**src/rtl/cacheline_burst_pkg.sv**
```systemverilog
// Shared types and sizing for the line-to-burst memory adapter.
// Beat counter width derives from the beats per line.
package cacheline_burst_pkg;

    localparam int LINE_WIDTH = 256;
    localparam int BEAT_WIDTH = 64;
    localparam int BEATS      = LINE_WIDTH / BEAT_WIDTH;
    localparam int CNT_W      = $clog2(BEATS);

    localparam logic [CNT_W-1:0] LAST_BEAT = CNT_W'(BEATS - 1);

    typedef enum logic [1:0] {
        IDLE,
        READ_BURST,
        WRITE_BURST,
        DONE
    } state_e;

endpackage

```
**src/rtl/cacheline_burst_adapter.sv**
```systemverilog
// Splits 256-bit line reads/writes into 4-beat 64-bit memory bursts.
// All outputs are registered; reset aborts a burst without a response.
module cacheline_burst_adapter
    import cacheline_burst_pkg::*;
(
    input  logic                  clk,
    input  logic                  rst,
    input  logic [31:0]           line_address,
    input  logic                  line_read,
    input  logic                  line_write,
    input  logic [LINE_WIDTH-1:0] line_wdata,
    output logic [LINE_WIDTH-1:0] line_rdata,
    output logic                  line_resp,
    output logic [31:0]           burst_address,
    output logic                  burst_read,
    output logic                  burst_write,
    output logic [BEAT_WIDTH-1:0] burst_wdata,
    input  logic [BEAT_WIDTH-1:0] burst_rdata,
    input  logic                  burst_resp
);

    state_e                  state_q;
    logic [CNT_W-1:0]        count_q;
    logic [CNT_W-1:0]        count_d;
    logic [LINE_WIDTH-1:0]   wline_q;
    logic [LINE_WIDTH-1:0]   rline_q;
    logic                    resp_q;
    logic [31:0]             addr_q;
    logic                    bread_q;
    logic                    bwrite_q;
    logic [BEAT_WIDTH-1:0]   wbeat_q;
    logic [31:0]             addr_d;

    // Line offset bits never reach memory; bursts are line aligned.
    logic unused_offset;
    assign unused_offset = ^line_address[4:0];

    assign count_d = count_q + 1'b1;
    assign addr_d  = {line_address[31:5], 5'b0};

    always_ff @(posedge clk or posedge rst) begin
        if (rst) begin
            state_q  <= IDLE;
            count_q  <= '0;
            wline_q  <= '0;
            rline_q  <= '0;
            resp_q   <= 1'b0;
            addr_q   <= '0;
            bread_q  <= 1'b0;
            bwrite_q <= 1'b0;
            wbeat_q  <= '0;
        end else begin
            resp_q <= 1'b0;
            unique case (state_q)
                IDLE: begin
                    if (line_write) begin
                        wline_q  <= line_wdata;
                        wbeat_q  <= line_wdata[BEAT_WIDTH-1:0];
                        addr_q   <= addr_d;
                        count_q  <= '0;
                        bwrite_q <= 1'b1;
                        state_q  <= WRITE_BURST;
                    end else if (line_read) begin
                        addr_q  <= addr_d;
                        count_q <= '0;
                        bread_q <= 1'b1;
                        state_q <= READ_BURST;
                    end
                end
                READ_BURST: begin
                    if (burst_resp) begin
                        rline_q[BEAT_WIDTH*int'(count_q) +: BEAT_WIDTH]
                            <= burst_rdata;
                        if (count_q == LAST_BEAT) begin
                            bread_q <= 1'b0;
                            resp_q  <= 1'b1;
                            state_q <= DONE;
                        end else begin
                            count_q <= count_d;
                        end
                    end
                end
                WRITE_BURST: begin
                    if (burst_resp) begin
                        if (count_q == LAST_BEAT) begin
                            bwrite_q <= 1'b0;
                            resp_q   <= 1'b1;
                            state_q  <= DONE;
                        end else begin
                            count_q <= count_d;
                            wbeat_q <= wline_q[BEAT_WIDTH*int'(count_d)
                                               +: BEAT_WIDTH];
                        end
                    end
                end
                DONE: begin
                    state_q <= IDLE;
                end
                default: begin
                    state_q <= IDLE;
                end
            endcase
        end
    end

    assign line_rdata    = rline_q;
    assign line_resp     = resp_q;
    assign burst_address = addr_q;
    assign burst_read    = bread_q;
    assign burst_write   = bwrite_q;
    assign burst_wdata   = wbeat_q;

endmodule

```
**config.mk**
```make
export PLATFORM = sky130hd
export DESIGN_NAME = cacheline_burst_adapter
export DESIGN_NICKNAME = d
export VERILOG_FILES = /design/src/rtl/cacheline_burst_pkg.sv /design/src/rtl/cacheline_burst_adapter.sv
export SDC_FILE = /design/constraint.sdc
export NUM_CORES = 1
export LEC_CHECK = 0
export ABC_AREA = 1
export CORE_AREA = 10 10 272 274
export CTS_BUF_LIST = sky130_fd_sc_hd__clkbuf_8
export DETAILED_ROUTE_END_ITERATION = 12
export DIE_AREA = 0 0 282 284
export GPL_TIMING_DRIVEN = 1
export PLACE_DENSITY = 0.67
export SLEW_MARGIN = 30
export SYNTH_ARGS = -nofsm -noshare
export SYNTH_HDL_FRONTEND = slang
export SYNTH_SLANG_ARGS = --single-unit
```
**constraint.sdc**
```tcl
create_clock -name clk -period 29.5 [get_ports clk]
set_clock_uncertainty 0.15 [all_clocks]
set_input_delay 8.85 -clock clk [delete_from_list [all_inputs] [get_ports clk]]
set_output_delay 8.85 -clock clk [all_outputs]
set_load 0.02 [all_outputs]
```
==> out/summary.txt <==
Clock Path Buffers: 3
FILL cells: 6260
largest net degree at the start of global routing: 177
post-cts repair resize count: 0
CP Capture Type: register
initial core utilization: 39.08%
core area: 68350 um2
DR WL met2: 47500 um
Rel. slew slack: 28.72%
CTS tree: built
synthesized area: 26710 um2
number of synthesized flops with an enable pin: 0
nets: 3817
Skew-Pair Late Insertion Delay: 0.71 ns
register area share after synthesis: 57.15%
Leak: 16.81 nW
Die X: 282 um
hpwl dp: 69890 um
Mapped Cells: 2819
fin crit period: 12.10 ns
gr ovfl total: 0
commonest non-fill, non-tap cell in the layout: nand2_1
Setup TNS: 0 ns
DR DRC count: 0
Synth Warn #: 0
Avg Vias per Cell: 5.202
crit-path max FO: 61
Synth-to-Final Area Change: 37.37%
port buffer count: 701
Critical Path AT: 12.53 ns
Top FF cell, synth: dfrtp_1
drt total wl: 102100 um
Final Max Slew Viols: 0
DP Area: 34270 um2
maxcap violations: 0
Iteration-0 DRC Markers: 1998
Worst path slowest cell: buf_4
DR top layer: met5
Tot GR Track Use: 24.56%
kind of critical path: primary input to register
Req. time, crit path: 29.93 ns
total I/O pin count: 712
Largest stage delay, worst path: 0.77 ns
Post-CTS Setup Bufs: 0
Levels on crit path: 7
Hold Crit Class: register to register
worst-margin pin slew: 1.069 ns
worst IR drop on VDD: 60.51 uV
post-cts hold buffer count: 0
antenna-violating nets left: 0
CP Cell Sequence: clkdlybuf4s50_1 -> nand2_4 -> buf_4 -> buf_4 -> buf_4 -> buf_12 -> mux2_2
path depth of the worst reg2reg path: 8
global-route wire length before repair: 149000 um
Die Y: 284 um
htree depth: 3
1st-pass router iterations: 5
WL/cell: 23.01 um
Critical path buffers and inverters: 5
M1 wire length: 40390 um
pwr dens: 111.3 nW/um2
root buffer cell: clkbuf_8
GPL Wtd Cong: 0.8486
fin crit share: 41.02%
Reg clk slew, reported paths: 0.06 ns
Finish-stage setup viols: 0
layout cells sized above 1: 13.41%
post-layout instance area: 36690 um2
routed via count: 23.08k
Setup crit start kind: primary input
clock sinks: 610
Post-synth ARST share: 100.0%
Final Hold Fails: 0
Yosys reg bits: 610
num rows: 96
full die area: 80090 um2
Yosys cell types: 20
routed wl met3: 10100 um
status: complete, no violations
f_max: 82.63 MHz
clock buffer count from CTS: 105
hold path cells: 2
syn avg cell area: 9.474 um2
RSZ-0062 raised after global routing: no
Top delay family on crit path: buffers and inverters
Worst path most repeated cell: buf_4
most frequent cells in the layout: nand2_1 (842), clkdlybuf4s50_1 (701), dfrtp_1 (609), o21ai_0 (365), nand3_1 (320)
Final Util: 53.68%
initial antenna violation count: 41
vias in the first global route: 22.42k
-- stage by stage --
step / hold slack (ns) / total power (W) / worst slack, ns / instances
final: 0.3274 / 0.004083 / 17.40 / 4436
after global routing: 0.3446 / 0.004351 / 17.25 / 4430
after CTS: 0.3303 / 0.004113 / 17.43 / 4415
after detailed placement: 0.3142 / 0.003272 / 16.65 / 4223
after global placement: 0.3124 / 0.003236 / 16.56 / 4222
after floorplan: 0.3292 / 0.002494 / 3.422 / 2823
-- cells in the mapped netlist (2+ instances only) --
cell	n	area share, %
buf_1	20	0.28
buf_2	65	1.2
buf_4	5	0.14
buf_6	6	0.25
clkbuf_1	121	1.7
dfrtp_1	610	57
ha_1	10	0.47
inv_1	20	0.28
mux2_2	256	11
nand2_1	846	12
nand3_1	321	6.0
nor2_1	138	1.9
nor3_4	2	0.12
o21a_1	29	0.82
o21ai_0	365	6.8
-- area by class of cell --
| cell class | instances | area [um2] | area share (%) |
|---|---|---|---|
| Clock buffer | 143 | 1968 | 5.364 |
| Inverter | 21 | 88.84 | 0.2421 |
| Sequential cell | 610 | 15270 | 41.62 |
| Timing Repair Buffer | 738 | 7378 | 20.11 |
| Tap cell | 882 | 1104 | 3.008 |
| Multi-Input combinational cell | 1974 | 10500 | 28.61 |
| Antenna cell | 19 | 47.55 | 0.1296 |
| Clock inverter | 49 | 336.6 | 0.9174 |
-- routing by layer --
layer	vias up	global-route usage (%)
met3	197	8.640
met5	-	0
met4	44	10.39
met1	11280	30.06
li1	10670	-
met2	885	38.71
-- worst reg2reg max path: stages (launching register included) --
cell,delay [ns]
dfrtp_4,0.81
buf_4,0.86
ha_1,0.42
inv_1,0.04
buf_4,0.28
nor2_4,0.58
buf_4,0.71
nand3_1,0.23
o21ai_0,0.24
-- where the power goes --
group,total [W],internal [W],switching [W]
registers,0.00137,0.00119,0.000186
logic,0.00188,0.000757,0.00113
clock network,0.000825,0.000461,0.000364
total,0.00408,0.00241,0.00168
-- cell families (layout without fill, tap and decap cells) --
family | Yosys count | count (layout) | share of synthesized area, %
AO/OA/AOI/OAI | 395 | 395 | 7.674
adder cells (fa/ha/maj) | 10 | 10 | 0.4685
buffers and inverters | 239 | 951 | 3.907
flip-flops | 610 | 610 | 57.15
multiplexers | 256 | 256 | 10.79
other | 1 | 24 | 0.01404
AND/OR/NAND/NOR | 1308 | 1308 | 19.99
-- registers in the layout, summed over array words and instances (netlist names) --
| signal | count |
|---|---|
| burst_address | 27 |
| burst_read | 1 |
| burst_wdata | 64 |
| burst_write | 1 |
| count_q | 2 |
| line_rdata | 256 |
| line_resp | 1 |
| state_q | 2 |
| wline_q | 256 |
-- final timing paths --
| kind | startpoint | to | slack (ns) |
|---|---|---|---|
| max reg2reg | count_q[0]$_DFFE_PP0P_ | line_rdata[120]$_DFFE_PP0P_ | 25.10 |
| min in group asynchronous | rst | line_rdata[50]$_DFFE_PP0P_ | 8.53 |
| max | line_write | wline_q[220]$_DFFE_PP0P_ | 17.40 |
| max in group asynchronous | rst | wline_q[221]$_DFFE_PP0P_ | 18.14 |
| min reg2reg | burst_wdata[39]$_DFFE_PP0P_ | burst_wdata[39]$_DFFE_PP0P_ | 0.33 |
| min | burst_wdata[39]$_DFFE_PP0P_ | burst_wdata[39]$_DFFE_PP0P_ | 0.33 |
No activity file was read; power rests on OpenSTA's default activity.
==> variant: new RTL, same settings <==
Make the reset (`rst`) synchronous in one clocked block.
--- a/src/rtl/cacheline_burst_adapter.sv
+++ b/src/rtl/cacheline_burst_adapter.sv
@@ -40,3 +40,3 @@
 
-    always_ff @(posedge clk or posedge rst) begin
+    always_ff @(posedge clk) begin
         if (rst) begin
Function: not settled (the Yosys comparison gave no result); the edit may change what the design does.
==> variant against the unedited design <==
Cell count rose by 19%. Routed wire length is 4.3% higher. Power down 27%. Design area is 4.2% lower. Area after synthesis is 3.7% lower. Combinational power decreased by 39%. Sequential cell count unchanged. Setup slack improved by 0.77 ns. Critical endpoint is now wline_q[9].
==> variant: results (changes against the unedited design) <==
Placement
  • PortBufs: 701 (unchanged)
  • Global placement routability congestion: 0.835 (-1.6%)
  • Placed insts: 5,097 (+21%)
  • Worst slack at placement: 17.39 ns (+0.742 ns)
  • Post-DP HPWL: 71,100 µm (+1.7%)
  • Cell area after placement: 0.0329 mm² (-3.9%)

Yosys
  • Warning count from the yosys run: 0 (unchanged)
  • Distinct cells, synth: 22 (+10%)
  • Share of synthesized area occupied by flip-flops and latches: 0.475 (-0.0965)
  • Synth async-reset ratio: 0 (-1.00)
  • Most frequent cells after synthesis: nand2_1, nor2_1, dfxtp_1
  • Post-Syn Area per Cell: 6.82 µm² (-28%)
  • Dominant cells by area after synthesis: dfxtp_1, nand2_1, nor2_1

Min path
  • Path type of the worst min-delay path: reg2reg

Setup path
  • Endpoint of the lowest-slack register-to-register path: line_rdata[235]
  • CP Capture Point: wline_q[9]
  • Crit. Startpoint: line_write
  • FF-to-FF Start: count_q[0]
  • Max FO, Critical Path: 120 (+97%)
  • Register-to-register setup slack: 24.38 ns (-0.72 ns)
  • Cell depth of the worst flop-to-flop path: 10 (+2)
  • Arrival time of data at the critical path endpoint: 11.81 ns (-0.72 ns)
  • Worst Path Required: 29.98 ns (+0.05 ns)

Global route
  • Antenna violations before repair: 36 (-12%)
  • First-pass GRT wire length: 155,000 µm (+4.2%)
  • Total routing usage reported by global routing: 0.252 (+0.00627)
  • Largest net degree at the start of global routing: 232 (+31%)
  • Via count of the first global-routing pass: 24,100 (+7.3%)

Clock network
  • Clock slew at reported path FFs: 0.06 ns (about the same)
  • CTS-repair resized insts: 0 (unchanged)
  • Worst-skew pair later-pin latency: around 0.70 ns
  • H-Tree Level Count: 3 (unchanged)
  • Inserted Clock Buffers: 106 (+0.95%)
  • Root buf cell: clkbuf_8
  • Clock buffer depth: 3 (unchanged)
  • # Post-CTS Setup Buffers: 0 (unchanged)

Status
  • Run status: complete, no violations

STA
  • Slew of the pin with the lowest slew margin: 1.01 ns (-0.0566 ns)
  • Final sum of negative setup slack: 0 ns (unchanged)

Drt
  • Number of optimization iterations in the first detailed-route pass: 5 (unchanged)
  • Number of DRC violations after detailed-routing iteration 0: 2,010 (+0.60%)
  • Detail-routed via count per cell: 4.94 (-5.1%)
  • Wire per inst: 20.1 µm (-13%)

Cells and area
  • Net count, final: 4,692 (+23%)
  • Fraction of layout cells with a size suffix above 1: 0.0475 (-0.0866)
  • Filler-free cell count of the finished design: 5,295 (+19%)

Power
  • Cell leakage power: 14.1 nW (-16%)
  • Worst ir drop on vdd: 45.7 µV (-25%)
## variant: cell types whose count changed after synthesis, moves of 183 or more
cell	change
a21oi_1	+323
mux2_2	-256
dfxtp_1	+610
inv_1	+183
dfrtp_1	-610
nor2_1	+673
## variant: final cells by class
type	instances	area, µm²
Clock inverter	50	324
Tap cell	882	1100
Antenna cell	16	40.0
Multi-Input combinational cell	2660	11400
Clock buffer	130	1790
Sequential cell	610	12200
Timing Repair Buffer	736	7400
Inverter	211	813
Fill cell	6880	33200
## variant: kinds of logic after synthesis
kind of cell	share of synthesized area
compound gates	0.136
fa+ha+maj	0.00487
buf+inv	0.0832
flops	0.475
other cells	0.000146
simple gates	0.301
## variant: routing by layer
metal,wire (µm),share of wire,GRT usage
met1,41600,0.39,0.290
met2,50500,0.47,0.423
met3,10200,0.096,0.0833
met4,3880,0.036,0.100
met5,274,0.0026,0
## variant: worst max-delay path, stage by stage
cell	delay [ns]
clkdlybuf4s50_1	0.70
nand2_8	0.40
inv_8	0.67
buf_4	0.77
nor2_1	0.08
nor2_1	0.14
## variant: worst min-delay path by stage
stage / endpoint / depth (start not counted) / startpoint / slack (ns)
2_1_floorplan: wline_q[100] / 2 / wline_q[100] / 0.28
3_3_place_gp: wline_q[111] / 2 / wline_q[111] / 0.29
3_5_place_dp: wline_q[64] / 2 / wline_q[64] / 0.29
4_1_cts: wline_q[64] / 2 / wline_q[64] / 0.30
5_1_grt: wline_q[106] / 2 / wline_q[106] / 0.32
6_report: wline_q[64] / 2 / wline_q[64] / 0.30
## variant: report_power, final
part | switching (mW) | internal (mW)
sequential | 0.0772 | 0.979
combinational | 0.752 | 0.387
clock | 0.361 | 0.415
total | 1.19 | 1.78
